**src/rtl/inst_encoder.sv**
```systemverilog
// RV32I instruction encoder: legality-checks a decoded request,
// packs it into an instruction word and queues it in a small FIFO.
package inst_encoder_pkg;
  typedef enum logic [4:0] {
    OP_LOAD  = 5'b00000,
    OP_IMM   = 5'b00100,
    OP_AUIPC = 5'b00101,
    OP_S     = 5'b01000,
    OP_R     = 5'b01100,
    OP_LUI   = 5'b01101,
    OP_SB    = 5'b11000,
    OP_JALR  = 5'b11001,
    OP_UJ    = 5'b11011
  } opcode_t;
endpackage

module inst_encoder
  import inst_encoder_pkg::*;
#(
  parameter int DEPTH  = 2,
  parameter int ECNT_W = 16
) (
  input  logic              clk,
  input  logic              rst,
  input  logic              in_valid,
  output logic              in_ready,
  input  opcode_t           in_opcode,
  input  logic [4:0]        in_rd,
  input  logic [4:0]        in_rs1,
  input  logic [4:0]        in_rs2,
  input  logic [2:0]        in_fun3,
  input  logic              in_fun7,
  input  logic [31:0]       in_imm,
  output logic              out_valid,
  input  logic              out_ready,
  output logic [31:0]       out_inst,
  output logic              err_illegal,
  output logic [ECNT_W-1:0] err_count
);

  localparam int PTR_W = $clog2(DEPTH);
  localparam int CNT_W = PTR_W + 1;
  localparam logic [31:0] NOP = 32'h0000_0013;

  logic [31:0]      mem_q [DEPTH];
  logic [31:0]      mem_d [DEPTH];
  logic [PTR_W-1:0] wr_q, wr_d;
  logic [PTR_W-1:0] rd_q, rd_d;
  logic [CNT_W-1:0] cnt_q, cnt_d;
  logic             err_q, err_d;
  logic [ECNT_W-1:0] ecnt_q, ecnt_d;

  logic [6:0]  op7;
  logic [31:0] word;
  logic        illegal;
  logic        is_shift;
  logic        fits12, fits13, fits21;
  logic        full, empty;
  logic        accept, push, pop;

  assign full  = (cnt_q == CNT_W'(DEPTH));
  assign empty = (cnt_q == '0);

  assign in_ready    = !full;
  assign out_valid   = !empty;
  assign out_inst    = empty ? NOP : mem_q[rd_q];
  assign err_illegal = err_q;
  assign err_count   = ecnt_q;

  assign accept = in_valid && in_ready;
  assign push   = accept && !illegal;
  assign pop    = out_valid && out_ready;

  // Range checks: upper bits must all equal the sign bit.
  always_comb begin
    op7      = {in_opcode, 2'b11};
    is_shift = (in_fun3 == 3'd1) || (in_fun3 == 3'd5);
    fits12   = (&in_imm[31:11]) || !(|in_imm[31:11]);
    fits13   = (&in_imm[31:12]) || !(|in_imm[31:12]);
    fits21   = (&in_imm[31:20]) || !(|in_imm[31:20]);
  end

  always_comb begin
    word    = '0;
    illegal = 1'b0;
    unique case (1'b1)
      in_opcode == OP_R: begin
        word = {1'b0, in_fun7, 5'b0, in_rs2,
                in_rs1, in_fun3, in_rd, op7};
        illegal = in_fun7 && (in_fun3 != 3'd0)
                          && (in_fun3 != 3'd5);
      end
      in_opcode == OP_IMM: begin
        if (is_shift) begin
          word = {1'b0, in_fun7, 5'b0, in_imm[4:0],
                  in_rs1, in_fun3, in_rd, op7};
          illegal = |in_imm[31:5];
        end else begin
          word = {in_imm[11:0], in_rs1,
                  in_fun3, in_rd, op7};
          illegal = !fits12;
        end
        if (in_fun7 && (in_fun3 != 3'd5))
          illegal = 1'b1;
      end
      in_opcode == OP_LOAD: begin
        word = {in_imm[11:0], in_rs1,
                in_fun3, in_rd, op7};
        illegal = !fits12 || (in_fun3 == 3'd3)
               || (in_fun3 == 3'd6)
               || (in_fun3 == 3'd7);
      end
      in_opcode == OP_JALR: begin
        word = {in_imm[11:0], in_rs1,
                in_fun3, in_rd, op7};
        illegal = !fits12 || (in_fun3 != 3'd0);
      end
      in_opcode == OP_S: begin
        word = {in_imm[11:5], in_rs2, in_rs1,
                in_fun3, in_imm[4:0], op7};
        illegal = !fits12 || (in_fun3 > 3'd2);
      end
      in_opcode == OP_SB: begin
        word = {in_imm[12], in_imm[10:5], in_rs2,
                in_rs1, in_fun3, in_imm[4:1],
                in_imm[11], op7};
        illegal = !fits13 || in_imm[0]
               || (in_fun3 == 3'd2)
               || (in_fun3 == 3'd3);
      end
      in_opcode == OP_UJ: begin
        word = {in_imm[20], in_imm[10:1], in_imm[11],
                in_imm[19:12], in_rd, op7};
        illegal = !fits21 || in_imm[0];
      end
      (in_opcode == OP_LUI) ||
      (in_opcode == OP_AUIPC): begin
        word = {in_imm[31:12], in_rd, op7};
        illegal = |in_imm[11:0];
      end
      default: illegal = 1'b1;
    endcase
  end

  always_comb begin
    mem_d  = mem_q;
    wr_d   = wr_q;
    rd_d   = rd_q;
    cnt_d  = cnt_q;
    err_d  = accept && illegal;
    ecnt_d = ecnt_q;
    if (push) begin
      mem_d[wr_q] = word;
      wr_d = wr_q + PTR_W'(1);
    end
    if (pop)
      rd_d = rd_q + PTR_W'(1);
    case ({push, pop})
      2'b10:   cnt_d = cnt_q + CNT_W'(1);
      2'b01:   cnt_d = cnt_q - CNT_W'(1);
      default: cnt_d = cnt_q;
    endcase
    if (err_d && (ecnt_q != '1))
      ecnt_d = ecnt_q + ECNT_W'(1);
  end

  always_ff @(posedge clk) begin
    if (rst) begin
      wr_q   <= '0;
      rd_q   <= '0;
      cnt_q  <= '0;
      err_q  <= 1'b0;
      ecnt_q <= '0;
    end else begin
      wr_q   <= wr_d;
      rd_q   <= rd_d;
      cnt_q  <= cnt_d;
      err_q  <= err_d;
      ecnt_q <= ecnt_d;
    end
  end

  // Storage needs no reset: entries are only visible through cnt_q.
  always_ff @(posedge clk) begin
    mem_q <= mem_d;
  end

endmodule

```
**config.mk**
```make
export PLATFORM = sky130hd
export DESIGN_NAME = inst_encoder
export DESIGN_NICKNAME = d
export VERILOG_FILES = /design/src/rtl/inst_encoder.sv
export SDC_FILE = /design/constraint.sdc
export NUM_CORES = 1
export LEC_CHECK = 0
export ABC_CLOCK_PERIOD_IN_PS = 7600
export CAP_MARGIN = 20
export CORE_ASPECT_RATIO = 0.7
export CORE_MARGIN = 2
export CORE_UTILIZATION = 55
export CTS_BUF_LIST = sky130_fd_sc_hd__clkbuf_4 sky130_fd_sc_hd__clkbuf_8
export DETAILED_ROUTE_END_ITERATION = 7
export PLACE_DENSITY = 0.94
export RECOVER_POWER = 25
export SKIP_LAST_GASP = 1
export SLEW_MARGIN = 25
export SYNTH_ARGS = -nofsm -noshare
export SYNTH_HDL_FRONTEND = slang
export SYNTH_SLANG_ARGS = --single-unit
export TNS_END_PERCENT = 100
```
**constraint.sdc**
```tcl
create_clock -name clk -period 7.6 [get_ports clk]
set_input_delay 1.52 -clock clk [delete_from_list [all_inputs] [get_ports clk]]
set_output_delay 1.52 -clock clk [all_outputs]
set_load 0.01 [all_outputs]
```
After elaboration in Yosys (flattened, before gate mapping)
Cells that the tools add are included.
- bits in registers: 85
- input bits: 60
- logic and storage cells: 95
- add/subtract/negate cells: 5
- magnitude comparators: 4
- equal/unequal tests: 19
- multiplexer cells: 13
- bitwise logic cells: 2
- reduce and logical (&&, ||, !) cells: 45
- operators with widths (cell ; number):
    $pmux 32 s7 ; 1
    $mux 32 ; 6
    $bwmux 64 ; 1
    $demux 32 s1 ; 1
    $reduce_or 27->1 ; 1
    $reduce_or 12->1 ; 2
    $reduce_and 21->1 ; 1
    $reduce_or 21->1 ; 1
    $reduce_and 20->1 ; 1
    $reduce_or 20->1 ; 1
    $add 16x1->16 const B ; 1
    $ne 16x16->1 const B ; 1
    $eq 5x4->1 const B ; 3
    $eq 5x5->1 const B ; 3
    $logic_or 1x1->1 ; 14
    $reduce_and 12->1 ; 1
    $eq 5x3->1 const B ; 2
    $eq 3x3->1 const B ; 3
    $logic_and 1x1->1 ; 9
    $logic_not 1->1 ; 9
    $pmux 1 s8 ; 1
    $eq 3x2->1 const B ; 2
    $logic_not 5->1 ; 1
    $eq 2x2->1 const B ; 2
    other kinds (16) ; 20

Logic depth before layout (Yosys ltp)
- word-level depth: 12
- depth in mapped cells: 14
- depth with buffers taken out: 11

Least setup slack after synthesis
No wires, ideal clock.
- path type: input to register
- start: in in_imm[8]
- end: reg mem_q[10] (netlist bit) (enable)
- arrival: 4574 ps
- slack: 2607 ps
- stages on the path: 10
- buffers on the path: 2
- path through: or4_1 -> nor4_2 -> nand3_1 -> a221oi_1 -> nor3b_2 -> and2_1 -> buf_6 -> buf_8 -> nand2_4 -> nor2_1
- word-level cells in the longest chain between the ends: 6
- ends and longest elaborated chain (item ; line ; source):
    start, declared ; 33 ; input logic [31:0] in_imm,
    $reduce_or 27->1 ; 97 ; illegal = |in_imm[31:5];
    $mux 1 ; 94 ; if (is_shift) begin
    $mux 1 ; 103 ; if (in_fun7 && (in_fun3 != 3'd5))
    $pmux 1 s8 (*) ; 86 ; unique case (1'b1)
    $logic_not 1->1 (*) ; 71 ; assign push = accept && !illegal;
    $logic_and 1x1->1 (*) ; 71 ;
    end signal, assigned ; 185 ; mem_q <= mem_d;
    end, declared ; 45 ; logic [31:0] mem_q [DEPTH];
Mark *: on every way between the ends. The rest lies on a longest branch, timed or not.
A chain may end at the register's enable or synchronous reset.

Worst setup path after layout
- start: in in_opcode[2]
- end: reg cnt_q[1]
- word-level cells in the longest chain between the ends: 7
- ends and longest elaborated chain (item ; line ; source):
    start, declared ; 27 ; input opcode_t in_opcode,
    $eq 5x4->1 / $eq 5x3->1 (equally long branches) ; 136, 137 ;
    $logic_or 1x1->1 ; 136 ; (in_opcode == OP_LUI) ||
    $pmux 1 s8 (*) ; 86 ;
    $logic_not 1->1 (*) ; 71 ;
    $logic_and 1x1->1 (*) ; 71 ;
    $eq 2x1->1 / $eq 2x2->1 (equally long branches) ; 158 ; case ({push, pop})
    $pmux 2 s2 / $reduce_bool 2->1 (equally long branches) ; n/a ;
    end signal, assigned ; 177 ; cnt_q <= cnt_d;
    end, declared ; 49 ; logic [CNT_W-1:0] cnt_q, cnt_d;
Marks and branches as above.

==> results.toml <==
[run_status]
outcome = "completed"

[worst_hold_path]
whs_path_depth = 2
hp-class = "reg2reg"

[finish]
layout_commonest_cell = "clkdlybuf4s50_1"
multi_input_area_mm2 = 0.00181
syn2layout_area_growth_pct = 31.5
seq_area_mm2 = 0.00228
layout_common_cells = "clkdlybuf4s50_1 (89), edfxtp_1 (62), nor2_1 (51)"
final_nets = 559
fillCellCount = 505
diodes = 0
drive_gt1_share_pct = 6.77

[global_route]
grt_pass1_wl_mm = 16.7
antenna_found_initial = 0
grt_max_degree = 33
track_usage_pct = 26.0
grt_pass1_vias = 3403
grt-ovfl-total = 0

[logic_synthesis]
yosysSeqAreaShare_pct = 53.6
synth_xor_area_share_pct = 1.03
ys_ff_latch = 83
ys_types = 57
synth_top_family_by_area = "simple AND/OR/NAND/NOR gates"
synth_nets = 458
yosysWarnings = 0
synthFlopType = "edfxtp_1"
synth_fa_ha_area_share_pct = 0.587
synthMuxAreaShare_pct = 8.25
synth_compound_area_share_pct = 13.8
synthCells = 396
synthSimpleGateAreaFrac_pct = 18.9
synthArstFlopShare_pct = 0
synth_edf_count = 62
netlist_area_mm2 = 0.00426
avgSynthCellArea_um2 = 10.8

[clock_network]
post_cts_buffers = 0
postCtsHoldBufs = 0
clock-root-buffer = "clkbuf_8"
numCtsBuffers = 9
htree_levels = 3
clock_latency_ns = 0.35
cts_resized = 0
clock_path_buffers = 2
clk_pin_slew_ns = 0.09
cts_sinks = 83
cts_tree = "yes"

[job]
cap_viol_max_count = 0

[placed_design]
io_buffer_count = 110
dp_hpwl_mm = 7.88
gp_congestion = 1.00

[timing]
fmax_mhz = 200
slew_viol_final = 0
max_slew_margin_pct = 40.3
final.min_clock_period_ns = 5.00
hold_viol = 0
setup_viol = 0
period_share_pct = 65.8
fin_worst_skew_ns = 0.00704
worst_slew_pin_slew_ns = 0.896
rsz0062_at_grt = "no"
fin_hold_ws_ns = 0.517
setup_tns_ns = 0

[floorplanning]
num_rows = 26
start_util_pct = 57.5
die_h_um = 77.6
die_w_um = 109
core_mm2 = 0.00742
die_area_mm2 = 0.00848
pin_count = 111

[pwr]
ir_drop_mv = 0.127
power_density_mw_per_mm2 = 192
p_leak_uw = 0.00196

[routing]
vias = 3663
drc = 0
via_per_inst = 6.11
dr.pass1.iters = 6
wl_mm = 11.1
avgRoutedWirePerCell_um = 18.4
drtIter0Drc = 474
ant_nets = 0

[worst_setup_path]
worstPathMaxFanout = 28
critPathKind = "in2reg"
cp.arrival_ns = 5.28
endpoint_kind = "register"
r2r_cells = 8
critPathLaunchType = "input port"
required_ns = 7.88
-- power breakdown --
group	internal, uW	leakage, uW	switching (uW)
sequential	501	0.000761	14.7
clock	124	0.0000925	169
combinational	136	0.00110	131
-- per-stage QoR --
step | total power, uW | instances | instance area [um^2] | utilization [%] | worst slack (ns)
5_1_grt | 1110 | 600 | 5600 | 75.5 | 2.39
3_3_place_gp | 779 | 583 | 5400 | 72.8 | 2.46
6_report | 1080 | 600 | 5600 | 75.5 | 2.60
4_1_cts | 1070 | 599 | 5580 | 75.2 | 2.65
3_5_place_dp | 786 | 583 | 5400 | 72.8 | 2.31
2_1_floorplan | 655 | 396 | 4260 | - | 2.61
-- cells in the mapped netlist, types with 2 or more instances --
cell | n | area [um^2]
xor2_1 | 2 | 17.5
dfxtp_1 | 21 | 420
mux2_4 | 2 | 30.0
o21ai_0 | 10 | 50.1
nor3b_2 | 2 | 25.0
nand3_1 | 14 | 70.1
a211oi_1 | 2 | 15.0
buf_2 | 5 | 25.0
and2_1 | 4 | 25.0
or2_2 | 2 | 12.5
nand2b_1 | 5 | 31.3
edfxtp_1 | 62 | 1860
or3_1 | 8 | 50.1
a22o_1 | 19 | 166
buf_1 | 4 | 15.0
nor4_1 | 5 | 31.3
and3_1 | 8 | 50.1
nor2_1 | 54 | 203
nand4_1 | 7 | 43.8
a21oi_1 | 20 | 100
a221oi_1 | 2 | 17.5
a21o_1 | 2 | 15.0
nor2b_1 | 4 | 25.0
inv_1 | 13 | 48.8
ha_1 | 2 | 25.0
or4_1 | 9 | 67.6
nand2_1 | 16 | 60.1
xnor2_1 | 3 | 26.3
a222oi_1 | 4 | 40.0
nand3b_1 | 3 | 22.5
nor3_1 | 5 | 25.0
a221o_1 | 2 | 20.0
a31oi_1 | 3 | 18.8
clkbuf_1 | 12 | 45.0
o31ai_1 | 8 | 60.1
mux2i_1 | 31 | 310
-- state kept, by name, summed over array words and instances (netlist names) --
signal / flops
err_illegal: 1
cnt_q: 2
err_count: 16
mem_q: 62
rd_q: 1
wr_q: 1
-- kinds of logic (layout without fill, tap and decap cells) --
group / count (synthesis) / after routing
multiplexers: 34 / 34
AND/OR/NAND/NOR: 153 / 153
buffers and inverters: 37 / 143
AO/OA/AOI/OAI: 82 / 82
adder cells (fa/ha/maj): 2 / 2
XOR/XNOR: 5 / 5
flip-flops: 83 / 83
-- worst paths after layout --
| check | from | endpoint | slack (ns) |
|---|---|---|---|
| worst max-delay path | in_opcode[2] | cnt_q[1] | 2.60 |
| worst min-delay path | err_count[7] | err_count[7] | 0.52 |
| worst max register to register | err_count[0] | err_count[10] | 5.13 |
| worst min register to register | err_count[7] | err_count[7] | 0.52 |
-- area by class of cell --
class / count / share of cell area (%)
Sequential cell: 83 / 40.8
Multi-Input combinational cell: 276 / 32.4
Timing Repair Buffer: 114 / 20.5
Clock buffer: 9 / 2.21
Tap cell: 98 / 2.19
Clock inverter: 7 / 1.05
Inverter: 13 / 0.871
-- worst max-delay path, cell delays in order --
cell and delay [ns]:
dlygate4sd3_1 0.75, nor3b_1 0.52, and2_0 0.63, a221oi_1 0.19, nor3b_2 0.21, and2_1 0.43, nand2_4 0.23, ha_1 0.28
or3_1 0.36, a21oi_1 0.15
-- metal layers --
metal / vias to the layer above / GRT usage [%] / part of all wire (%)
met5: - / 0 / 0
met4: 0 / 6.08 / 0.99
met3: 12 / 6.81 / 10
met2: 247 / 41.9 / 46
met1: 1698 / 35.5 / 43
li1: 1706 / - / -
Note: power is estimated with default switching activity, not from simulation.
